--- config.mk ---
export PLATFORM = sky130hd
export DESIGN_NAME = addr_bus_flat
export DESIGN_NICKNAME = d
export VERILOG_FILES = /design/src/rtl/addr_bus_if.sv /design/src/rtl/addr_bus.sv /design/src/flat_wrapper.sv
export SDC_FILE = /design/constraint.sdc
export NUM_CORES = 1
export LEC_CHECK = 0
export ABC_AREA = 1
export BUFFER_PORTS_ARGS = -buffer_cell sky130_fd_sc_hd__buf_2
export CORE_MARGIN = 2
export CORE_UTILIZATION = 32
export CTS_CLUSTER_SIZE = 40
export DETAILED_ROUTE_END_ITERATION = 8
export SYNTH_ARGS = -nofsm -noshare
export SYNTH_HDL_FRONTEND = slang
export SYNTH_SLANG_ARGS = --single-unit
--- constraint.sdc ---
create_clock -name clk -period 3 [get_ports clk]
set_clock_uncertainty 0.1 [all_clocks]
set_input_delay 0.6 -clock clk [delete_from_list [all_inputs] [get_ports clk]]
set_output_delay 0.6 -clock clk [all_outputs]
set_load 0.1 [all_outputs]
--- src/rtl/addr_bus_if.sv ---
// Bus bundle between the control side and the addr_bus datapath: stall qualifier,
// AB mode, operand bytes, and the registered address/PC/status outputs.
interface addr_bus_if;
  // rdy is a pure stall qualifier, not a handshake: when low, the datapath ignores
  // every other input and holds all state. When high, one mode executes per clock.
  logic        rdy;
  logic [3:0]  mode;
  logic [7:0]  DB;
  logic [7:0]  REG;
  logic [7:0]  SP;
  logic [7:0]  VEC;
  logic        cond;
  logic [15:0] AB;
  logic [15:0] PC;
  logic [7:0]  AHL;
  logic        bad_mode;

  modport master (
    output rdy, mode, DB, REG, SP, VEC, cond,
    input  AB, PC, AHL, bad_mode
  );

  modport slave (
    input  rdy, mode, DB, REG, SP, VEC, cond,
    output AB, PC, AHL, bad_mode
  );
endinterface

--- src/rtl/addr_bus.sv ---
// 65C02 address-bus datapath: registers AB, PC and the low-address latch AHL,
// and steps them each cycle according to the AB mode from the control FSM.
module addr_bus #(
    parameter logic [15:0] RESET_AB = 16'h0000,
    parameter logic [7:0]  VEC_PAGE = 8'hFF
) (
    input logic       clk,
    input logic       reset_n,
    addr_bus_if.slave bus
);

    localparam logic [3:0] M_LATCH    = 4'b0000;
    localparam logic [3:0] M_PC       = 4'b0001;
    localparam logic [3:0] M_ABS_IDX  = 4'b0010;
    localparam logic [3:0] M_ZP_IDX   = 4'b0011;
    localparam logic [3:0] M_INC      = 4'b0100;
    localparam logic [3:0] M_POP      = 4'b0101;
    localparam logic [3:0] M_BAD_A    = 4'b0110;
    localparam logic [3:0] M_BRANCH   = 4'b0111;
    localparam logic [3:0] M_STACK    = 4'b1000;
    localparam logic [3:0] M_PUSH_INC = 4'b1001;
    localparam logic [3:0] M_JUMP_IDX = 4'b1010;
    localparam logic [3:0] M_PUSH_AB  = 4'b1011;
    localparam logic [3:0] M_INC_LAT  = 4'b1100;
    localparam logic [3:0] M_BAD_B    = 4'b1101;
    localparam logic [3:0] M_IDX_INC  = 4'b1110;
    localparam logic [3:0] M_VECTOR   = 4'b1111;

    logic [15:0] ab_q, pc_q;
    logic [7:0]  ahl_q;
    logic        bad_q;

    logic [15:0] ab_next, pc_next;
    logic [7:0]  ahl_next;
    logic        bad_hit;

    logic [15:0] ab_inc;
    logic [15:0] abs_idx;
    logic [15:0] abs_idx_inc;
    logic [7:0]  zp_lo;
    logic [7:0]  sp_inc;
    logic [15:0] branch_tgt;
    logic [15:0] vec_addr;

    // All candidate addresses are computed from pre-update state, so PC and AB
    // can both move on the same edge without ordering concerns.
    always_comb begin
        ab_inc      = ab_q + 16'd1;
        abs_idx     = {bus.DB, ahl_q} + {8'h00, bus.REG};
        abs_idx_inc = {bus.DB, ahl_q} + {8'h00, bus.REG} + 16'd1;
        zp_lo       = bus.DB + bus.REG;
        sp_inc      = bus.SP + 8'd1;
        branch_tgt  = ab_q + {{8{bus.DB[7]}}, bus.DB} + 16'd1;
        vec_addr    = {VEC_PAGE, bus.VEC} + 16'd1;
    end

    always_comb begin
        ab_next  = ab_q;
        pc_next  = pc_q;
        ahl_next = ahl_q;
        bad_hit  = 1'b0;
        case (bus.mode)
            M_LATCH: begin
                ahl_next = bus.DB;
            end
            M_PC: begin
                ab_next = pc_q;
            end
            M_ABS_IDX: begin
                pc_next  = ab_inc;
                ahl_next = bus.DB;
                ab_next  = abs_idx;
            end
            M_ZP_IDX: begin
                pc_next  = ab_inc;
                ahl_next = bus.DB;
                ab_next  = {8'h00, zp_lo};
            end
            M_INC: begin
                pc_next  = ab_q;
                ahl_next = bus.DB;
                ab_next  = ab_inc;
            end
            M_POP: begin
                pc_next  = ab_q;
                ahl_next = bus.DB;
                ab_next  = {8'h01, sp_inc};
            end
            M_BRANCH: begin
                pc_next  = ab_q;
                ahl_next = bus.DB;
                ab_next  = bus.cond ? branch_tgt : ab_inc;
            end
            M_STACK: begin
                ab_next = {8'h01, bus.SP};
            end
            M_PUSH_INC: begin
                pc_next  = ab_inc;
                ahl_next = bus.DB;
                ab_next  = {8'h01, bus.SP};
            end
            M_JUMP_IDX: begin
                ahl_next = bus.DB;
                ab_next  = abs_idx;
            end
            M_PUSH_AB: begin
                pc_next = ab_q;
                ab_next = {8'h01, bus.SP};
            end
            M_INC_LAT: begin
                ahl_next = bus.DB;
                ab_next  = ab_inc;
            end
            M_IDX_INC: begin
                ahl_next = bus.DB;
                ab_next  = abs_idx_inc;
            end
            M_VECTOR: begin
                ab_next = vec_addr;
            end
            M_BAD_A, M_BAD_B: begin
                bad_hit = 1'b1;
            end
            default: begin
                bad_hit = 1'b1;
            end
        endcase
    end

    always_ff @(posedge clk or negedge reset_n) begin
        if (!reset_n) begin
            ab_q  <= RESET_AB;
            pc_q  <= RESET_AB;
            ahl_q <= 8'h00;
            bad_q <= 1'b0;
        end else if (bus.rdy) begin
            ab_q  <= ab_next;
            pc_q  <= pc_next;
            ahl_q <= ahl_next;
            if (bad_hit) begin
                bad_q <= 1'b1;
            end
        end
    end

    assign bus.AB       = ab_q;
    assign bus.PC       = pc_q;
    assign bus.AHL      = ahl_q;
    assign bus.bad_mode = bad_q;

endmodule

--- src/flat_wrapper.sv ---
// flat-port wrapper written by rule: the top's interface ports become plain ports
module addr_bus_flat 
#(
    parameter logic [15:0] RESET_AB = 16'h0000,
    parameter logic [7:0]  VEC_PAGE = 8'hFF
)
  (clk, reset_n, bus_rdy, bus_mode, bus_DB, bus_REG, bus_SP, bus_VEC, bus_cond, bus_AB, bus_PC, bus_AHL, bus_bad_mode);
  addr_bus_if bus_i ();
  input logic clk;
  input logic reset_n;
  input wire logic [$bits(bus_i.rdy)-1:0] bus_rdy;
  input wire logic [$bits(bus_i.mode)-1:0] bus_mode;
  input wire logic [$bits(bus_i.DB)-1:0] bus_DB;
  input wire logic [$bits(bus_i.REG)-1:0] bus_REG;
  input wire logic [$bits(bus_i.SP)-1:0] bus_SP;
  input wire logic [$bits(bus_i.VEC)-1:0] bus_VEC;
  input wire logic [$bits(bus_i.cond)-1:0] bus_cond;
  output wire logic [$bits(bus_i.AB)-1:0] bus_AB;
  output wire logic [$bits(bus_i.PC)-1:0] bus_PC;
  output wire logic [$bits(bus_i.AHL)-1:0] bus_AHL;
  output wire logic [$bits(bus_i.bad_mode)-1:0] bus_bad_mode;
  assign bus_i.rdy = bus_rdy;
  assign bus_i.mode = bus_mode;
  assign bus_i.DB = bus_DB;
  assign bus_i.REG = bus_REG;
  assign bus_i.SP = bus_SP;
  assign bus_i.VEC = bus_VEC;
  assign bus_i.cond = bus_cond;
  assign bus_AB = bus_i.AB;
  assign bus_PC = bus_i.PC;
  assign bus_AHL = bus_i.AHL;
  assign bus_bad_mode = bus_i.bad_mode;
  addr_bus #(.RESET_AB(RESET_AB), .VEC_PAGE(VEC_PAGE)) u_core (.clk(clk), .reset_n(reset_n), .bus(bus_i));
endmodule
==> Word level (Yosys, flattened, before mapping) <==
Cells that the tools add are included.
{ "word_totals": {"regBits": 41, "latch_bits": 0, "mem_bits_rw": 0, "romBits": 0, "in_bits": 40, "output_inout_bits": 41, "elab_cells": 45, "mem_count": 0} }
{ "classes": {"addsub": 8, "n_mul": 0, "n_div": 0, "n_lt_le_gt_ge": 0, "n_eq_ne": 15, "shifts": 0, "mux": 4, "bitwise_logic": 0, "reduce_logical": 14} }
{ "ops": {"columns": ["operator", "n"], "rows": [
  ["16-bit one-hot mux with 9 select lines", 1],
  ["16-bit by 1-bit adder with 16-bit output, second input constant", 3],
  ["4-bit equality test, second input constant", 8],
  ["16-bit one-hot mux with 2 select lines", 1],
  ["16-bit adder", 1],
  ["16-bit by 8-bit adder with 16-bit output", 1],
  ["4-bit by 3-bit equality test with 1-bit output, second input constant", 4],
  ["16-bit two-way mux", 1],
  ["9-bit by 2-bit adder with 10-bit output, second input constant", 1],
  ["10-bit OR reduction", 1],
  ["9-bit nonzero test", 1],
  ["8-bit by 1-bit adder with 8-bit output, second input constant", 1],
  ["8-bit adder", 1],
  ["4-bit by 2-bit equality test with 1-bit output, second input constant", 2],
  ["2-bit AND reduction", 4],
  ["2-bit OR reduction", 3],
  ["3-bit OR reduction", 2],
  ["4-bit by 1-bit equality test with 1-bit output, second input constant", 1],
  ["4-bit zero test", 1],
  ["4-bit OR reduction", 1],
  ["2-bit nonzero test", 1],
  ["1-bit two-way mux", 1]
]} }

==> Depth between registers and ports, before layout <==
Gate-level depths: netlist (run 1).
{ "logic_depth": {"ltp_word": 4, "mapped_depth": 19, "ltp_nobuf": 18} }

==> Least setup slack after synthesis (run 1) <==
Ideal clock, no wire load.
{ "synth_path": {"path_kind": "reg2reg", "start": "register u_core.ab_q[0], in the netlist u_core.bus.AB[0]", "end": "register u_core.ab_q[14], in the netlist u_core.bus.AB[14]", "t_arrival_ns": 2.950, "t_required_ns": 2.780, "slack_ns": -0.170, "path_stages_with_launch": 18, "period_less_slack_ns": 3.170, "cell_sequence": "dfrtp_1 -> inv_1 -> ha_1 -> fa_1 -> inv_1 -> nand3_1 -> nand2_1 -> inv_1 -> o21ai_0 -> nand3_1 -> nand3_1 -> nand2_1 -> nor2_1 -> nor2_1 -> nor2_1 -> nand2_1 -> nand2_1 -> nand2_1"} }
{ "synth_between": {"elab_chain_len": 4, "elab_cells_between_ends": 5} }
{ "synth_rtl": {"columns": ["item", "line_no", "source"], "rows": [
  ["from (decl)", "addr_bus.sv:29", "logic [15:0] ab_q, pc_q;"],
  ["from (signal assigned)", "addr_bus.sv:137", "ab_q <= ab_next;"],
  ["16-bit adder", "addr_bus.sv:53", "branch_tgt = ab_q + {{8{bus.DB[7]}}, bus.DB} + 16'd1;"],
  ["16-bit by 1-bit adder with 16-bit output", "addr_bus.sv:53", null],
  ["16-bit two-way mux", "addr_bus.sv:92", "ab_next = bus.cond ? branch_tgt : ab_inc;"],
  ["16-bit one-hot mux with 9 select lines (*)", "addr_bus.sv:62", "case (bus.mode)"]
]} }
Mark *: on every way between the ends. The rest lies on a longest branch, timed or not.
A chain may end at the register's enable or synchronous reset.

==> Final worst setup path (run 1) <==
{ "layout_path": {"start": "register u_core.ahl_q[0], in the netlist u_core.bus.AHL[0]", "end": "register u_core.ab_q[13], in the netlist u_core.bus.AB[13]"} }
{ "layout_between": {"elab_chain_len": 3} }
{ "layout_rtl": {"columns": ["item", "line_no", "source"], "rows": [
  ["from (decl)", "addr_bus.sv:30", "logic [7:0] ahl_q;"],
  ["from (signal assigned)", "addr_bus.sv:139", "ahl_q <= ahl_next;"],
  ["16-bit by 8-bit adder with 16-bit output (*)", "addr_bus.sv:49, addr_bus.sv:50", null],
  ["16-bit by 1-bit adder with 16-bit output", "addr_bus.sv:50", "abs_idx_inc = {bus.DB, ahl_q} + {8'h00, bus.REG} + 16'd1;"],
  ["16-bit one-hot mux with 9 select lines (*)", "addr_bus.sv:62", null]
]} }
Marked as above.

==> results of run 1 <==
-- final cells by class --
cell class / instances / area (um2) / area share [%]
tap: 225 / 281.5 / 4.356
clock inverter: 2 / 37.54 / 0.5808
timing repair buffer: 103 / 573.1 / 8.867
clock buffer: 6 / 138.9 / 2.149
sequential: 41 / 1027 / 15.90
inverter: 143 / 538.0 / 8.325
multi-input combinational: 713 / 3866 / 59.83
-- logic make-up (layout without fill, tap and decap cells) --
family,count (synthesis),count (layout),synth area share [%]
buffers and inverters,159,254,11.50
XOR/XNOR,13,13,2.060
AO/OA/AOI/OAI,192,192,20.98
adder cells (fa/ha/maj),37,37,8.782
flip-flops,41,41,18.56
AND/OR/NAND/NOR,471,471,38.12
-- worst max-delay path: cells and delay by family (launching register included) --
| kind | cells | cell delay, ns |
|---|---|---|
| adder cells (fa/ha/maj) | 2 | 0.73 |
| XOR/XNOR | 1 | 0.22 |
| AND/OR/NAND/NOR | 10 | 1.15 |
| flip-flops | 1 | 0.40 |
-- sequential cells by signal, summed over array words and instances (netlist names) --
register             count
u_core.bus.AB           16
u_core.bus.PC           16
u_core.bus.AHL           8
u_core.bus.bad_mode      1
-- metrics by stage --
step	std cells	cell area, um2	hold WS (ns)
after floorplan	913	5529	0.2044
after global placement	1225	6286	0.3385
after detailed placement	1225	6286	0.3621
after CTS	1233	6462	0.2303
after global routing	1233	6462	0.2676
final	1233	6462	0.2130
-- report_power, final --
part / total (uW) / internal, uW / switching (uW)
Combinational: 2800 / 655 / 2140
Sequential: 875 / 688 / 187
Clock: 664 / 416 / 248
Total: 4340 / 1760 / 2580
-- routing by layer --
| layer | global-route usage (%) | vias up | wire, um |
|---|---|---|---|
| met5 | 0 | - | 0 |
| met4 | 10.53 | 0 | 946 |
| met3 | 2.207 | 53 | 1186 |
| met2 | 36.27 | 245 | 8975 |
| met1 | 30.82 | 2926 | 9383 |
| li1 | - | 3225 | - |
-- cells in the mapped netlist, types with 2 or more instances --
cell type,count
a21o_1,5
a21oi_1,57
a21oi_2,2
a221oi_1,2
a31oi_1,2
buf_2,3
buf_4,3
buf_6,3
clkbuf_1,7
dfrtp_1,41
fa_1,3
ha_1,34
inv_1,132
inv_2,10
nand2_1,236
nand2_2,16
nand3_1,92
nand3_2,2
nand3b_1,6
nand4_1,17
nor2_1,64
nor2_2,10
nor2_4,4
nor3_1,13
nor3_2,2
nor4_1,2
o2111ai_1,2
o211ai_1,14
o21ai_0,58
o21ai_1,17
o21ai_2,2
o21bai_1,6
o221ai_1,2
o22ai_1,10
o31ai_1,2
or2_2,6
xnor2_1,2
xor2_1,11
-- path summary, 6_finish.rpt --
path / from / end / slack (ns) / cells past startpoint
max: u_core.bus.AHL[0] / u_core.bus.AB[13] / 0.31 / 13
max in group asynchronous: reset_n / u_core.bus.AHL[2] / 1.86 / 2
min in group clk: u_core.bus.bad_mode / u_core.bus.bad_mode / 0.37 / 1
min reg2reg: u_core.bus.bad_mode / u_core.bus.bad_mode / 0.37 / 1
min: reset_n / u_core.bus.AB[8] / 0.21 / 1
max reg2reg: u_core.bus.AHL[0] / u_core.bus.AB[13] / 0.31 / 13
==> results.txt, run 1 <==
- Highest clock rate: 371.2 MHz
* Post-CTS clock slew at the launch and capture registers of the worst setup and hold paths: about 0.07 ns
- Global-route wire length before repair: 32330 um
* Antenna violations before repair: 0
- At the end of routability-driven placement, the weighted congestion stood at 0.9367.
- Static power due to leakage: 0.003343 uW
- Post-synth top area share: roughly 19%
* Total die area: 18340 um2
* Placement row count: 48
- Initial detailed-routing violation count: 570
* Number of distinct library cells after synthesis: 51
* Worst-path maximum fanout: 4
- Half-perimeter wire length of the detailed placement result: 16780 um
* Starting Density: about 32%
- Of the available clock period, the critical path in the final layout requires ~90%.
- 0 antenna diodes ended up in the layout.
- The largest individual stage delay along the critical path comes from the cell fa_1.
- Number of hold violations in the final report: 0
* Cell accounting for the most synthesized area: dfrtp_1
* Critical path class: reg -> reg
- Crit-path cells: ha_1 > fa_1 > xnor2_1 > nor3_2 > nand3_1 > nor2_2 > nand2_1 > nor2_1 > nand3_1 > nand3_1 > nand3_1 > nand2_1 > nand2_1
- After synthesis, flip-flops and latches occupy 18.56% of the total area.
- Mapped Area: between 5000 and 6000 um2
- CTS sink count: 41
- Fill count: 1896
- After routing, the total negative slack on setup checks comes to 0 ns.
* Result of the run: finished clean
* Peak ir drop on the vdd network: 0.4194 mV
* Io pins: 81
* Overall die height: approximately 140 um
* Sort of element at the end of the critical path: flop
* Cells resized by post-CTS repair: 0
- Ranked by total cell area, the synthesized netlist is headed by dfrtp_1 19%, nand2_1 16%, inv_1 9.0%.
- In the layout the commonest cells are 236 x nand2_1, 132 x inv_1, 92 x nand3_1.
- Number of storage elements in the synthesis netlist: 41
- For this design the ratio of total power to cell area is 671.1 nW/um2.
* Delay of the slowest cell on the worst path: 0.46 ns
- Once layout is complete, the utilization of the core stands at 37.76%.
* Hold-fix buffers at CTS: 0
- Post-route total power: 4337 uW
- Most common cell after layout, fill and taps aside: nand2_1
- Summed over all layers, the routed wires come to just over 20000 um.
- The number of global-route vias before repair was 6012.
- Net count, final: about 1100
- Averaged over all synthesized cells, the footprint is 6.055 um2.
* Relative slew slack: 54.77%
- Clk_lat worst skew: about 0.29 ns
* Final worst path period need: 2.694 ns
- Crit path DAT: 2.78 ns
- By instance count, the cell type seen most on the critical path is nand3_1.
- Entering global routing, the biggest net connects 25 pins.
* Core footprint: 17120 um2
* Number of cells produced by synthesis: 913
- Counting flops with an async set or reset pin after synthesis yields a share of 100.0%.
- Compared with the post-synthesis result, the final layout area differs by 16.91%.
- Prevailing post-synth register cell: dfrtp_1
* Minimum setup slack after placement: 0.04672 ns
- In this run the clock root is driven by a clkbuf_16.
- Number of synthesis warnings: 0
* Number of buffers inserted during clock tree synthesis: 5
- For this run, design rule violations remaining after detail routing come to 0.
- CTS tree: built
- Fraction of layout instances using a drive strength above 1: 17.06%
- Dividing the detail-routed wire length by the instance count gives 16.62 um.
- Clock H-tree levels: 2
- In this run the deepest clock path goes through 2 buffers.
- Max-cap violations in this run came to 0.
- Via-per-instance ratio: 5.230
* Endpoints failing setup: 0
- DRT antenna net count: 0
* First-pass DRT Iterations: 5
- Measured along the x axis, the die boundary spans 135.4 um.
- Max-slew violation count: 0
- Number of synthesized flops with an enable pin: 0
* Number of setup buffers added after CTS: 0
- Global routing consumed, over all layers together, 22.66% of the routing resources.
- Detailed-route via count: 6449
- Setup repair after global routing left no endpoint under its margin.
- Critical path required time: 3.09 ns
- Number of nets in the synthesized netlist: 990
- During placement, the flow inserted port buffers numbering 80.
- Grt ovf: 0
- The min-delay analysis places its worst path in the category in -> async.
* Worst path setup slack after routing: 0.3062 ns
- Slew at the pin closest to its max-slew limit: 0.6614 ns
- The worst setup path is launched from a flop.
(Power assumes the default switching activity.)
==> run 2: changes to the inputs <==
Settings changed: ABC_AREA 1 to unset.
==> results.txt, run 2 <==
- The flow ran to the end, but the final reports show violations.
- The final reports fail on negative setup slack.
- Worst min-delay path class: in -> async
- The clock slew seen by the registers of the worst setup and hold paths is 0.08 ns (about the same).
- The total length of routed wires was 17970 um (-12%).
- Worst-path maximum fanout: 5 (+1)
- Via-per-instance ratio: 5.594 (+7.0%)
- CP Capture Point: u_core.bus.AB[14]
- The remaining antenna violation count after routing came to 0 (unchanged).
* Mapped Area: 4946 um2 (-11%)
- Clock H-tree levels: 2 (unchanged)
- First-pass DRT Iterations: 6 (+1)
- Highest clock rate: 324.0 MHz (-13%)
- The total global-route track usage is 21.72% (-0.94 points).
* Total die area: 16470 um2 (-10%)
* Number of synthesis warnings: 0 (unchanged)
- The post-layout net count came to 867 (-20%).
- The post-route setup TNS is -0.2290 ns (-0.2290 ns).
* Post-route DRC: 0 (unchanged)
- Area of all sequential standard cells: 1040 um2 (+1.2%)
- Clk_lat worst skew: 0.31 ns (+0.02 ns)
- Setup repair after global routing missed its margin: true
- Register area share after synthesis: 20.74% (+2.2 points)
- The count of hold buffers inserted by post-cts repair came to 0 (unchanged).
- The number of buffers on the longest clock path came to 2 (unchanged).
- The worst setup path is captured at a flop.
* Placement row count: 45 (-6.3%)
* Number of global-route vias before repair: 5277 (-12%)
- Endpoints failing setup: 5 (+5)
* Met1 Routed Length: 8232 um (-12%)
- The slack of the worst reg-to-reg path is -0.09 ns (-0.39 ns).
* Number of cells produced by synthesis: 635 (-30%)
- Routed length per instance: 18.35 um (+10%)
- The global placer's final weighted congestion came to 0.9265 (-1.1%).
- CTS tree: built
- The count of fill cells added during filler insertion is 1537 (-19%).
* Global-route wire length before repair: 28130 um (-13%)
* Starting Density: 32.66% (+0.36 points)
* Power density of the placed cells: 695.6 nW/um2 (+3.7%)
- The area of the placeable core came to 15150 um2 (-12%).
- The largest net degree at the start of global routing was 37 (+48%).
- The total length of routed met3 wires was 935 um (-21%).
- Slowest cell on the critical path: dfrtp_4
- Most common cell after layout, fill and taps aside: buf_4
- Most used standard cell by instance count after synthesis: nand2_1
* Slew at the pin closest to its max-slew limit: 0.9198 ns (+0.2585 ns)
* Combined area of the multi-input logic cells: 3931 um2 (+1.7%)
- The fraction of final layout cells sized beyond drive strength 1 came to 30.72% (+14 points).
* Launch point of the worst reg-to-reg path: u_core.bus.AHL[0]
- Met2 wirelength from detailed routing: 8367 um (-6.8%)
- Grt ovf: 0 (unchanged)
- Io pins: 81 (unchanged)
- The total power was 4581 uW (+5.6%).
- Dpl cell area: 6220 um2 (-1.1%)
* Number of synthesized flops with an enable pin: 0 (unchanged)
* Max-slew violation count: 0 (unchanged)
- Half-perimeter wire length of the detailed placement result: 13870 um (-17%)
- The arrival time at the worst endpoint was 3.16 ns (+0.38 ns).
* Leading cell types in the layout, fill and taps excluded: 93 x buf_4, 80 x buf_2, 72 x nand2_1
- Count of maximum capacitance violations: 0 (unchanged)
- Die Span X: 128.3 um (-5.2%)
- The highest layer touched by signal routing is met4.
- The commonest cells after synthesis are 72 x nand2_1, 58 x o21ai_0, 54 x nor2_1, 44 x xnor2_1, 41 x dfrtp_1.
- Walking the worst path, the cells encountered are ha_4 > fa_2 > a211oi_4 > o21ai_2 > a2111oi_2 > mux2i_1 > a21o_1 > or4_1 > a31oi_1 > a21oi_1.
- Area growth from synthesis to final layout: 33.16%
- Relative slew slack: 38.68% (-16 points)
- Tracing the worst setup path back leads to its startpoint at u_core.bus.AHL[0].
* Minimum setup slack after placement: -0.3353 ns (-0.3820 ns)
- The number of synthesized register bits came to 41 (unchanged).
- Reg2Reg Capture Point: u_core.bus.AB[14]
- Startpoint Class: flop
* Antenna cells: 0 (unchanged)
- Prevailing post-synth register cell: dfrtp_1
* Delay of the slowest cell on the worst path: 0.50 ns (+0.04 ns)
* Final non-filler cell area: 6586 um2 (+1.9%)
- The post-synthesis net count is 712 (-28%).
* Clock root cell: clkbuf_16
* Worst path setup slack after routing: -0.08639 ns (-0.3926 ns)
* Post-Synthesis Mean Instance Area: 7.789 um2 (+29%)
- Buffers added on ports: 80 (unchanged)
- Cell accounting for the most synthesized area: dfrtp_1
- Initial detailed-routing violation count: 485 (-15%)
- The ratio of final minimum period to clock period came to 102.9% (+13 points).
- The total CTS buffers came to 5 (unchanged).
- The share of flip-flops with an asynchronous set or reset after synthesis is 100.0% (unchanged).
* Antenna violations before repair: 0 (unchanged)
- Post-synth top area share: 20.74% (+2.2 points)
* Critical path class: reg -> reg
- Detailed-route via count: 5477 (-15%)
- Overall die height: 128.3 um (-5.2%)
* CTS sink count: 41 (unchanged)
- Number of hold violations in the final report: 0 (unchanged)
- Most area-consuming cells after synthesis: dfrtp_1 21%, ha_1 8.6%, xnor2_1 7.8%
- The peak supply drop is 0.4371 mV (+4.2%).
- Critical path required time: 3.07 ns (-0.02 ns)
- The static power due to leakage is 0.002793 uW (-16%).
* R2R cell count: 10 (-3)
* Final worst path period need: 3.086 ns (+0.3926 ns)
* Number of distinct library cells after synthesis: 74 (+45%)
run 2: worst max-delay path, delay by kind of cell, from the launching register on:
family / cells / cell delay [ns]
AO/OA/AOI/OAI: 6 / 1.21
adder cells (fa/ha/maj): 2 / 0.53
flip-flops: 1 / 0.50
AND/OR/NAND/NOR: 1 / 0.46
multiplexers: 1 / 0.15
run 2: routing by layer:
layer	vias to the layer above	track usage, %
met3	29	2.796
met5	-	0
met4	0	6.464
met2	189	36.08
li1	2664	-
met1	2595	29.51
run 2: cell families after synthesis:
family	synth area share (%)
xor gates and xnor gates	13.61
muxes	1.745
DFF	20.74
buffers and inverters	3.592
and+or+nand+nor	22.06
adders and majority gates	9.815
AOI/OAI and AO/OA	28.43
run 2: worst min-delay path by stage:
stage / endpoint
final: u_core.bus.AB[10]
after global routing: u_core.bus.bad_mode
after CTS: u_core.bus.AB[10]
after detailed placement: u_core.bus.bad_mode
after global placement: u_core.bus.bad_mode
after floorplan: u_core.bus.AB[0]
run 2: report_power, final:
part / internal (uW) / switching [uW]
sequential: 693 / 207
combinational: 953 / 2080
clock: 393 / 255
run 2: stage by stage:
| step | utilization, % | std cells | hold slack (ns) |
|---|---|---|---|
| after floorplan | - | 635 | 0.2044 |
| after global placement | 41.07 | 966 | 0.3547 |
| after detailed placement | 41.07 | 966 | 0.3622 |
| after CTS | 42.30 | 974 | 0.3785 |
| after global routing | 43.49 | 979 | 0.3986 |
| final | 43.49 | 979 | 0.3329 |
run 2: cell type report:
type                       count  share of cell area (%)
multi-input combinational    548                   59.69
clock buffer                   6                   1.957
tap                          188                   3.571
sequential                    41                   15.79
timing repair buffer         177                   17.50
inverter                      17                  0.9688
clock inverter                 2                  0.5319
run 2: repair_timing:
| action | CTS | global route |
|---|---|---|
| gates resized for setup | 5 | 28 |
| pin swaps | 6 | 14 |
| endpoints found under the setup margin | 5 | 11 |
| buffers inserted | 0 | 5 |
